**src/rtl/scr1_dmem_tcm_pkg.sv**
```systemverilog
// Shared types and defaults for the data TCM responder: memory-interface enums,
// responder FSM states and the request-legality helper.
package scr1_dmem_tcm_pkg;

  typedef enum logic {
    SCR1_MEM_CMD_RD = 1'b0,
    SCR1_MEM_CMD_WR = 1'b1
  } type_scr1_mem_cmd_e;

  typedef enum logic [1:0] {
    SCR1_MEM_WIDTH_BYTE  = 2'b00,
    SCR1_MEM_WIDTH_HWORD = 2'b01,
    SCR1_MEM_WIDTH_WORD  = 2'b10,
    SCR1_MEM_WIDTH_ERROR = 2'b11
  } type_scr1_mem_width_e;

  typedef enum logic [1:0] {
    SCR1_MEM_RESP_NOTRDY = 2'b00,
    SCR1_MEM_RESP_RDY_OK = 2'b01,
    SCR1_MEM_RESP_RDY_ER = 2'b10
  } type_scr1_mem_resp_e;

  typedef enum logic [2:0] {
    IDLE = 3'd0,
    ACC  = 3'd1,
    CAP  = 3'd2,
    WAIT = 3'd3,
    RSP  = 3'd4,
    ERR  = 3'd5
  } type_scr1_dmem_tcm_fsm_e;

  localparam logic [31:0] SCR1_TCM_BASE_DEFAULT      = 32'h0048_0000;
  localparam int          SCR1_TCM_SIZE_LOG2_DEFAULT = 14;

  // Unknown width encodings are treated as misaligned so they fault like any other bad access.
  function automatic logic scr1_dmem_misaligned(input type_scr1_mem_width_e width,
                                                input logic [1:0] offset);
    logic bad;
    case (width)
      SCR1_MEM_WIDTH_BYTE:  bad = 1'b0;
      SCR1_MEM_WIDTH_HWORD: bad = offset[0];
      SCR1_MEM_WIDTH_WORD:  bad = |offset;
      default:              bad = 1'b1;
    endcase
    return bad;
  endfunction

endpackage

```
**src/rtl/scr1_dmem_lane_align.sv**
```systemverilog
// Byte-lane steering between a right-justified memory request and a 32-bit SRAM word.
// Purely combinational so the IMEM TCM port can reuse it unchanged.
module scr1_dmem_lane_align
  import scr1_dmem_tcm_pkg::*;
(
  input  type_scr1_mem_width_e width,
  input  logic [1:0]           offset,
  input  logic [31:0]          wdata,
  input  logic [31:0]          ram_rdata,
  output logic [3:0]           be,
  output logic [31:0]          wdata_sh,
  output logic [31:0]          rdata_rj
);

  logic [31:0] rdata_sh_s;

  assign wdata_sh   = wdata << {offset, 3'b000};
  assign rdata_sh_s = ram_rdata >> {offset, 3'b000};

  // Byte enables and zero-filled read data per access width.
  always_comb begin
    be       = 4'b0000;
    rdata_rj = 32'h0000_0000;
    case (width)
      SCR1_MEM_WIDTH_BYTE: begin
        be       = 4'b0001 << offset;
        rdata_rj = {24'h00_0000, rdata_sh_s[7:0]};
      end
      SCR1_MEM_WIDTH_HWORD: begin
        be       = 4'b0011 << offset;
        rdata_rj = {16'h0000, rdata_sh_s[15:0]};
      end
      SCR1_MEM_WIDTH_WORD: begin
        be       = 4'b1111;
        rdata_rj = rdata_sh_s;
      end
      default: begin
        be       = 4'b0000;
        rdata_rj = 32'h0000_0000;
      end
    endcase
  end

endmodule

```
**src/rtl/scr1_dmem_tcm_resp.sv**
```systemverilog
// DMEM target for the core-local data TCM: one request at a time, range/alignment
// checking, single-port synchronous SRAM with 1-cycle read latency.
module scr1_dmem_tcm_resp
  import scr1_dmem_tcm_pkg::*;
#(
  parameter int                          SCR1_DMEM_AWIDTH = 32,
  parameter int                          SCR1_DMEM_DWIDTH = 32,
  parameter logic [SCR1_DMEM_AWIDTH-1:0] TCM_BASE         = SCR1_TCM_BASE_DEFAULT,
  parameter int                          TCM_SIZE_LOG2    = SCR1_TCM_SIZE_LOG2_DEFAULT,
  parameter int                          WAIT_STATES      = 0
) (
  input  logic                          clk,
  input  logic                          rst_n,
  input  logic                          dmem_req,
  input  type_scr1_mem_cmd_e            dmem_cmd,
  input  type_scr1_mem_width_e          dmem_width,
  input  logic [SCR1_DMEM_AWIDTH-1:0]   dmem_addr,
  input  logic [SCR1_DMEM_DWIDTH-1:0]   dmem_wdata,
  output logic                          dmem_req_ack,
  output logic [SCR1_DMEM_DWIDTH-1:0]   dmem_rdata,
  output type_scr1_mem_resp_e           dmem_resp,
  output logic                          ram_cs,
  output logic                          ram_we,
  output logic [3:0]                    ram_be,
  output logic [TCM_SIZE_LOG2-3:0]      ram_addr,
  output logic [31:0]                   ram_wdata,
  input  logic [31:0]                   ram_rdata
);

  localparam logic [2:0] WAIT_LOAD = (WAIT_STATES > 0) ? 3'(WAIT_STATES - 1) : 3'd0;

  type_scr1_dmem_tcm_fsm_e state_r;
  type_scr1_dmem_tcm_fsm_e state_next_s;
  type_scr1_mem_cmd_e      cmd_r;
  type_scr1_mem_width_e    width_r;
  logic [TCM_SIZE_LOG2-1:0] addr_r;
  logic [31:0]             wdata_r;
  logic [31:0]             rdata_r;
  logic [2:0]              wait_cnt_r;

  logic                    accept_s;
  logic                    fault_s;
  logic [3:0]              lane_be_s;
  logic [31:0]             lane_wdata_s;
  logic [31:0]             lane_rdata_s;

  assign dmem_req_ack = (state_r == IDLE);
  assign accept_s     = dmem_req & dmem_req_ack;
  assign fault_s      = (dmem_addr[SCR1_DMEM_AWIDTH-1:TCM_SIZE_LOG2] !=
                         TCM_BASE[SCR1_DMEM_AWIDTH-1:TCM_SIZE_LOG2])
                      | scr1_dmem_misaligned(dmem_width, dmem_addr[1:0]);
  assign ram_addr     = addr_r[TCM_SIZE_LOG2-1:2];

  scr1_dmem_lane_align u_lane_align (
    .width     (width_r),
    .offset    (addr_r[1:0]),
    .wdata     (wdata_r),
    .ram_rdata (ram_rdata),
    .be        (lane_be_s),
    .wdata_sh  (lane_wdata_s),
    .rdata_rj  (lane_rdata_s)
  );

  // Next-state logic of the access sequencer.
  always_comb begin
    state_next_s = state_r;
    case (state_r)
      IDLE: begin
        if (accept_s) begin
          state_next_s = fault_s ? ERR : ACC;
        end else begin
          state_next_s = IDLE;
        end
      end
      ACC: state_next_s = CAP;
      CAP: begin
        if (WAIT_STATES > 0) begin
          state_next_s = WAIT;
        end else begin
          state_next_s = RSP;
        end
      end
      WAIT: begin
        if (wait_cnt_r == 3'd0) begin
          state_next_s = RSP;
        end else begin
          state_next_s = WAIT;
        end
      end
      RSP:     state_next_s = IDLE;
      ERR:     state_next_s = IDLE;
      default: state_next_s = IDLE;
    endcase
  end

  // State register.
  always_ff @(posedge clk or negedge rst_n) begin
    if (!rst_n) begin
      state_r <= IDLE;
    end else begin
      state_r <= state_next_s;
    end
  end

  // Request fields are latched only at acceptance and held through the response.
  always_ff @(posedge clk or negedge rst_n) begin
    if (!rst_n) begin
      cmd_r   <= SCR1_MEM_CMD_RD;
      width_r <= SCR1_MEM_WIDTH_BYTE;
      addr_r  <= '0;
      wdata_r <= 32'h0000_0000;
    end else if (accept_s) begin
      cmd_r   <= dmem_cmd;
      width_r <= dmem_width;
      addr_r  <= dmem_addr[TCM_SIZE_LOG2-1:0];
      wdata_r <= dmem_wdata;
    end
  end

  // SRAM data is sampled in CAP unconditionally; write responses simply ignore it.
  always_ff @(posedge clk or negedge rst_n) begin
    if (!rst_n) begin
      rdata_r <= 32'h0000_0000;
    end else if (state_r == CAP) begin
      rdata_r <= lane_rdata_s;
    end
  end

  // Wait-state down-counter, armed on the way out of CAP.
  always_ff @(posedge clk or negedge rst_n) begin
    if (!rst_n) begin
      wait_cnt_r <= 3'd0;
    end else if (state_r == CAP) begin
      wait_cnt_r <= WAIT_LOAD;
    end else if ((state_r == WAIT) && (wait_cnt_r != 3'd0)) begin
      wait_cnt_r <= wait_cnt_r - 3'd1;
    end
  end

  // Outputs decoded from registered state only, so a reset drops them immediately.
  always_comb begin
    ram_cs     = 1'b0;
    ram_we     = 1'b0;
    ram_be     = 4'b0000;
    ram_wdata  = 32'h0000_0000;
    dmem_resp  = SCR1_MEM_RESP_NOTRDY;
    dmem_rdata = '0;
    case (state_r)
      ACC: begin
        ram_cs = 1'b1;
        if (cmd_r == SCR1_MEM_CMD_WR) begin
          ram_we    = 1'b1;
          ram_be    = lane_be_s;
          ram_wdata = lane_wdata_s;
        end else begin
          ram_we    = 1'b0;
          ram_be    = 4'b0000;
          ram_wdata = 32'h0000_0000;
        end
      end
      RSP: begin
        dmem_resp = SCR1_MEM_RESP_RDY_OK;
        if (cmd_r == SCR1_MEM_CMD_RD) begin
          dmem_rdata = rdata_r;
        end else begin
          dmem_rdata = '0;
        end
      end
      ERR: begin
        dmem_resp  = SCR1_MEM_RESP_RDY_ER;
        dmem_rdata = '0;
      end
      default: begin
        dmem_resp  = SCR1_MEM_RESP_NOTRDY;
        dmem_rdata = '0;
      end
    endcase
  end

endmodule

```
**config.mk**
```make
export PLATFORM = sky130hd
export DESIGN_NAME = scr1_dmem_tcm_resp
export DESIGN_NICKNAME = d
export VERILOG_FILES = /design/src/rtl/scr1_dmem_tcm_pkg.sv /design/src/rtl/scr1_dmem_lane_align.sv /design/src/rtl/scr1_dmem_tcm_resp.sv
export SDC_FILE = /design/constraint.sdc
export NUM_CORES = 1
export LEC_CHECK = 0
export BUFFER_PORTS_ARGS = -buffer_cell sky130_fd_sc_hd__buf_2
export CAP_MARGIN = 20
export CORE_UTILIZATION = 49
export CTS_CLUSTER_DIAMETER = 40
export CTS_CLUSTER_SIZE = 25
export DETAILED_ROUTE_END_ITERATION = 10
export GPL_ROUTABILITY_DRIVEN = 0
export GPL_TIMING_DRIVEN = 0
export PLACE_DENSITY = 0.9
export SLEW_MARGIN = 20
export SYNTH_ARGS = -nofsm -noshare
export SYNTH_HDL_FRONTEND = slang
export SYNTH_SLANG_ARGS = --single-unit
```
**constraint.sdc**
```tcl
create_clock -name clk -period 2.24 [get_ports clk]
set_input_delay 0.56 -clock clk [delete_from_list [all_inputs] [get_ports clk]]
set_output_delay 0.56 -clock clk [all_outputs]
set_load 0.01 [all_outputs]
```
==> impl_metrics.tcl, run 1 <==
set metrics [dict create \
    yosys_warnings 0 \
    place_area_um2 5930 \
    clkPwrFrac 0.110 \
    clockRootBuffer "clkbuf_8" \
    grt_usage 0.313 \
    yosysTopAreaCellShare 0.453 \
    cp_max_fo 5 \
    stdcell_area_um2 7240 \
    peakVddDrop_mv 0.795 \
    p_sw_w 0.00377 \
    clock_latency_ns 0.36 \
    drtIter0Drc 247 \
    utilization 0.772 \
    status "complete, but fails checks" \
    synthCells 445 \
    hp-class "input pin to async pin" \
    holdBufCountCts 0 \
    synth_compound_area_frac 0.145 \
    grt_pass1_wl_um 24000 \
    power_density_nw_per_um2 1300 \
    ys_async_sr_fraction 1.00 \
    setup-violations-final 63 \
    clkSinkCount 87 \
    r2r_end "wdata_r[7]" \
    synth.top_cells.by_area "dfrtp_1, mux2_2, mux2i_1" \
    routed_wl_um 16800 \
    core_um2 9370 \
    wl_per_cell_um 21.0 \
    hold_viol_final 0 \
    drc 0 \
    tritoncts "built" \
    yosys.area_share.simple 0.154 \
    relSlewSlack 0.536 \
    worstReg2RegStart "state_r[1]" \
    vias_per_cell 5.79 \
    clkTransAtPathRegs_ns 0.10 \
    synth-seq-cells 87 \
    critPathLaunchType "flip-flop" \
    numPortBuffers 186 \
    fmax_mhz 430 \
    p_sw_frac 0.401 \
    min_period_over_period 1.04 \
    ys_types 42 \
    crit_path_end_kind "output port" \
    grt_pass1_vias 4680 \
    synthMuxAreaShare 0.181 \
    crit_type "flip-flop to output port" \
    drv_slew 0 \
    antenna_found_initial 0 \
    cts_buffers 9 \
    required_ns 1.68 \
    h-tree-depth 3 \
    reg2reg_depth 7 \
    dpl_worst_slack_ns -0.478 \
    synth_edf_count 0 \
    yosys.area.top_type "dfrtp_1" \
    worstPathArrival_ns 1.77 \
    syn-num-nets 549 \
    synth_xor_area_frac 0 \
    yosys-top-cells-count "dfrtp_1, mux2_2, and2_1" \
    rows 35 \
    intPower_w 0.00562 \
    worst_slew_pin_slew_ns 0.696 \
    syn_to_final_growth_pct 50.5 \
    fin_skew_ns 0.0117 \
    synth.most_common_cell "dfrtp_1" \
    chipHeight_um 101 \
    dp_hpwl_um 10600 \
    grt.overflow.total 0 \
    start_util 0.513 \
    layout-drive-gt1-share 0.621 \
    synthAdderAreaFrac 0.00521 \
    synth_seq_area_share 0.453 \
    ant_nets 0 \
    p_leak_nw 3.46 \
    clock_path_buffers 2 \
    diodes 0 \
    fin_ws_ns -0.0874 \
    rsz0062_at_grt "true" \
    seqPwrFrac 0.315 \
    fin_crit_ns 2.33 \
    syn_area_um2 4810 \
    synth_top_family_by_area "multiplexers" \
    p_comb_frac 0.575 \
    io_pins 187 \
    avgSynthCellArea_um2 10.8 \
    ys.flop_type "dfrtp_1" \
    max-cap-violations 0 \
    r2r_slack_ns 0.20 \
    violations "negative setup slack" \
    die-width_um 101 \
    nets 771 \
    vias 4641 \
    die_area_um2 10200 \
    grt_max_degree 49 \
    first_pass_iters 5 \
]
-- per-layer routing --
metal | global-route usage | share of wire | vias to the layer above
met5 | 0 | 0 | -
met4 | 0.169 | 0.041 | 0
met3 | 0.0541 | 0.086 | 61
met2 | 0.538 | 0.50 | 305
met1 | 0.373 | 0.37 | 2249
li1 | - | - | 2026
-- power by group through the flow --
| stage | clock (W) | combinational (W) | sequential, W |
|---|---|---|---|
| after global placement | 0 | 0.00366 | 0.00273 |
| after floorplan | 0 | 0.00276 | 0.00261 |
| final | 0.00104 | 0.00540 | 0.00296 |
| after CTS | 0.00104 | 0.00473 | 0.00281 |
| after global routing | 0.00112 | 0.00572 | 0.00303 |
| after detailed placement | 0 | 0.00380 | 0.00279 |
-- cell usage in the layout, fill, tap and decap left out, types with 3 or more instances in the layout --
cell type and n:
and2_4 38, dfrtp_2 4, o2bb2ai_1 8, a21oi_2 8
buf_8 7, a211oi_1 8, nor2b_1 15, nor2_2 5
nor3_1 3, a21oi_1 5, a211oi_2 9, mux2i_2 6
clkbuf_16 5, a211o_1 8, mux2i_1 24, nor2b_4 5
buf_4 35, clkbuf_8 13, clkbuf_1 4, dfrtp_1 83
buf_6 47, nand2_1 25, nor4_1 4, a22o_1 17
nand2b_1 4, clkinv_4 3, or2_4 9, nor2_1 6
buf_2 150, buf_12 6, o21ai_1 7, and2_1 3
inv_1 5, mux2_2 49, a32o_1 8
-- state kept, by name, summed over array words and instances (netlist names) --
signal,flops
width_r,2
rdata_r,32
cmd_r,1
wait_cnt_r,3
wdata_r,32
state_r,3
addr_r,14
-- critical path: stages, from the launching register on --
cell and delay (ns):
dfrtp_2 0.45, nand4bb_4 0.33, clkbuf_16 0.23, a21oi_4 0.12, o21a_1 0.16, buf_6 0.12
-- final cells by class --
cell class / instances / area, um^2
plain buffers: 43 / 459
well taps: 129 / 161
clock inverters: 6 / 46.3
flip-flops and latches: 87 / 2180
inverters: 5 / 18.8
multi-input cells: 304 / 2700
fillers: 601 / 2130
repair buffers: 217 / 1530
clock buffers: 10 / 138
-- what timing repair did --
item	in CTS	in global routing
buffers inserted	18	6
endpoints found under the hold margin	0	0
gates cloned	4	2
pin swaps	30	28
resized for setup	148	74
setup endpoints to repair	69	68
-- worst max path at each step --
stage,from,endpoint,cells past startpoint
global placement,addr_r[0],ram_wdata[0],6
global route,state_r[0],dmem_rdata[21],6
detailed placement,addr_r[0],ram_wdata[1],6
CTS,state_r[0],dmem_rdata[21],6
finish,state_r[1],ram_be[1],5
floorplan,state_r[1],dmem_rdata[10],5
-- metrics by stage --
step	setup TNS (ns)	power (W)	hold WS, ns	instances
after floorplan	0	0.00537	0.264	445
after global placement	-18.86	0.00639	0.458	760
after detailed placement	-12.12	0.00659	0.468	761
after CTS	-4.75	0.00858	0.187	795
after global routing	-7.04	0.00987	0.203	801
final	-2.96	0.00939	0.184	801
-- cells by family after synthesis --
group / after synthesis
DFF: 87
adders and majority gates: 2
and+or+nand+nor: 130
buffers and inverters: 54
muxes: 81
AOI/OAI and AO/OA: 91
No activity file was read; power rests on OpenSTA's default activity.
==> inputs of run 2 (changes only) <==
- PLACE_DENSITY: 0.9 -> 0.91
==> impl_metrics.tcl, run 2 (same netlist as run 1, synthesis figures left out) <==
set metrics [dict create \
    clock_path_buffers 2 \
    die_area_um2 10200 \
    routed_wl_um 16000 \
    required_ns 1.68 \
    drc 0 \
    final_common_cell "buf_2" \
    rows 35 \
    hold_viol_final 0 \
    diodes 0 \
    hold_ws_ns 0.175 \
    worstPathArrival_ns 1.81 \
    worst_slew_pin_slew_ns 0.604 \
    stdcell_area_um2 6980 \
    clkTransAtPathRegs_ns 0.09 \
    fin_crit_ns 2.37 \
    reg2reg_depth 8 \
    core_um2 9370 \
    slowest_stage "dfrtp_2" \
    first_pass_iters 4 \
    hp-class "input pin to async pin" \
    power_density_nw_per_um2 1300 \
    fin_skew_ns 0.0172 \
    numPortBuffers 186 \
    critPathMaxStageDelay_ns 0.47 \
    syn_to_final_growth_pct 45.3 \
    setup_tns_ns -4.76 \
    path_cells "nand4bb_4, or2_4, nor2_2, buf_2" \
    holdBufCountCts 0 \
    crit_path_end_kind "output port" \
    tritoncts "built" \
    violations "negative setup slack" \
    layout-drive-gt1-share 0.592 \
    grt_usage 0.313 \
    vias 4569 \
    die-width_um 101 \
    chipHeight_um 101 \
    p_leak_nw 3.38 \
    crit_type "flip-flop to output port" \
    largestRegisters "rdata_r (32), wdata_r (32), addr_r (14)" \
    grt_pass1_wl_um 23900 \
    r2r_slack_ns 0.18 \
    drtIter0Drc 209 \
    drv_slew 0 \
    power.total_w 0.00905 \
    worst-path-buf-inv 1 \
    fmax_mhz 422 \
    clkSinkCount 87 \
    r2r_end "wdata_r[16]" \
    place_area_um2 5930 \
    cts_buffers 9 \
    h-tree-depth 3 \
    nets 768 \
    grt_max_degree 49 \
    ant_nets 0 \
    relSlewSlack 0.595 \
    rsz0062_at_grt "true" \
    nFillCells 653 \
    clock_latency_ns 0.36 \
    start_util 0.513 \
    status "complete, but fails checks" \
    worstReg2RegStart "state_r[0]" \
    antenna_found_initial 0 \
    grt.overflow.total 0 \
    peakVddDrop_mv 0.792 \
    vias_per_cell 5.73 \
    mostFrequentLayoutCells "buf_2, dfrtp_1, mux2_2, buf_6, buf_4" \
    max-cap-violations 0 \
    dp_hpwl_um 10700 \
    io_pins 187 \
    critPathLaunchType "flip-flop" \
    setup-violations-final 64 \
    cp_max_fo 8 \
    clockRootBuffer "clkbuf_8" \
    min_period_over_period 1.06 \
    fin_ws_ns -0.130 \
    crit_family "simple AND/OR/NAND/NOR gates" \
    wl_per_cell_um 20.0 \
    grt_pass1_vias 4817 \
]
==> run 2: repair_timing <==
action / in CTS / in global routing
resized for setup: 132 / 45
setup buffers: 14 / 7
setup endpoints to repair: 69 / 69
cloned: 5 / 0
hold endpoints to repair: 0 / 0
pin swaps: 36 / 17
==> run 2: layout make-up <==
cell class | instances | area [um^2] | area share
Buffer | 44 | 440 | 0.0631
Clock buffer | 11 | 131 | 0.0188
Clock inverter | 5 | 58.8 | 0.00842
Inverter | 5 | 18.8 | 0.00269
Multi-Input combinational cell | 304 | 2620 | 0.375
Sequential cell | 87 | 2180 | 0.312
Tap cell | 129 | 161 | 0.0231
Timing Repair Buffer | 213 | 1370 | 0.197
==> run 2: worst max path at each step <==
stage	startpoint	to	slack [ns]	cells after the start
2_1_floorplan	state_r[1]	dmem_rdata[10]	0.12	5
3_3_place_gp	addr_r[0]	ram_wdata[23]	-0.37	7
3_5_place_dp	addr_r[0]	ram_wdata[1]	-0.41	6
4_1_cts	state_r[0]	dmem_rdata[10]	-0.15	6
5_1_grt	state_r[0]	dmem_rdata[3]	-0.19	7
6_report	state_r[1]	ram_wdata[14]	-0.13	4
==> run 2: metrics by stage <==
stage	utilization	setup WS (ns)	instances
floorplan	-	0.121	445
global placement	0.630	-0.366	760
detailed placement	0.633	-0.411	761
CTS	0.726	-0.149	793
global route	0.745	-0.185	798
finish	0.745	-0.130	798
==> run 2: worst reg2reg max path, cell delays in order (launching register included) <==
cell	delay [ns]
dfrtp_1	0.38
buf_6	0.12
buf_4	0.13
buf_4	0.15
nor3_1	0.18
and2_1	0.17
buf_2	0.14
buf_2	0.29
mux2_2	0.38
==> run 2: where the power goes <==
part / internal [W] / leakage [nW] / total [W] / switching (W)
registers: 0.00229 / 1.08 / 0.00291 / 0.000618
logic: 0.00264 / 2.21 / 0.00505 / 0.00240
clock network: 0.000517 / 0.0895 / 0.00110 / 0.000580
==> run 2: routing by layer <==
metal  global-route usage  part of all wire  wire length [um]
met1                0.362              0.37              5970
met2                0.546              0.50              8060
met3               0.0610             0.078              1260
met4                0.168             0.044               710
met5                    0                 0                 0
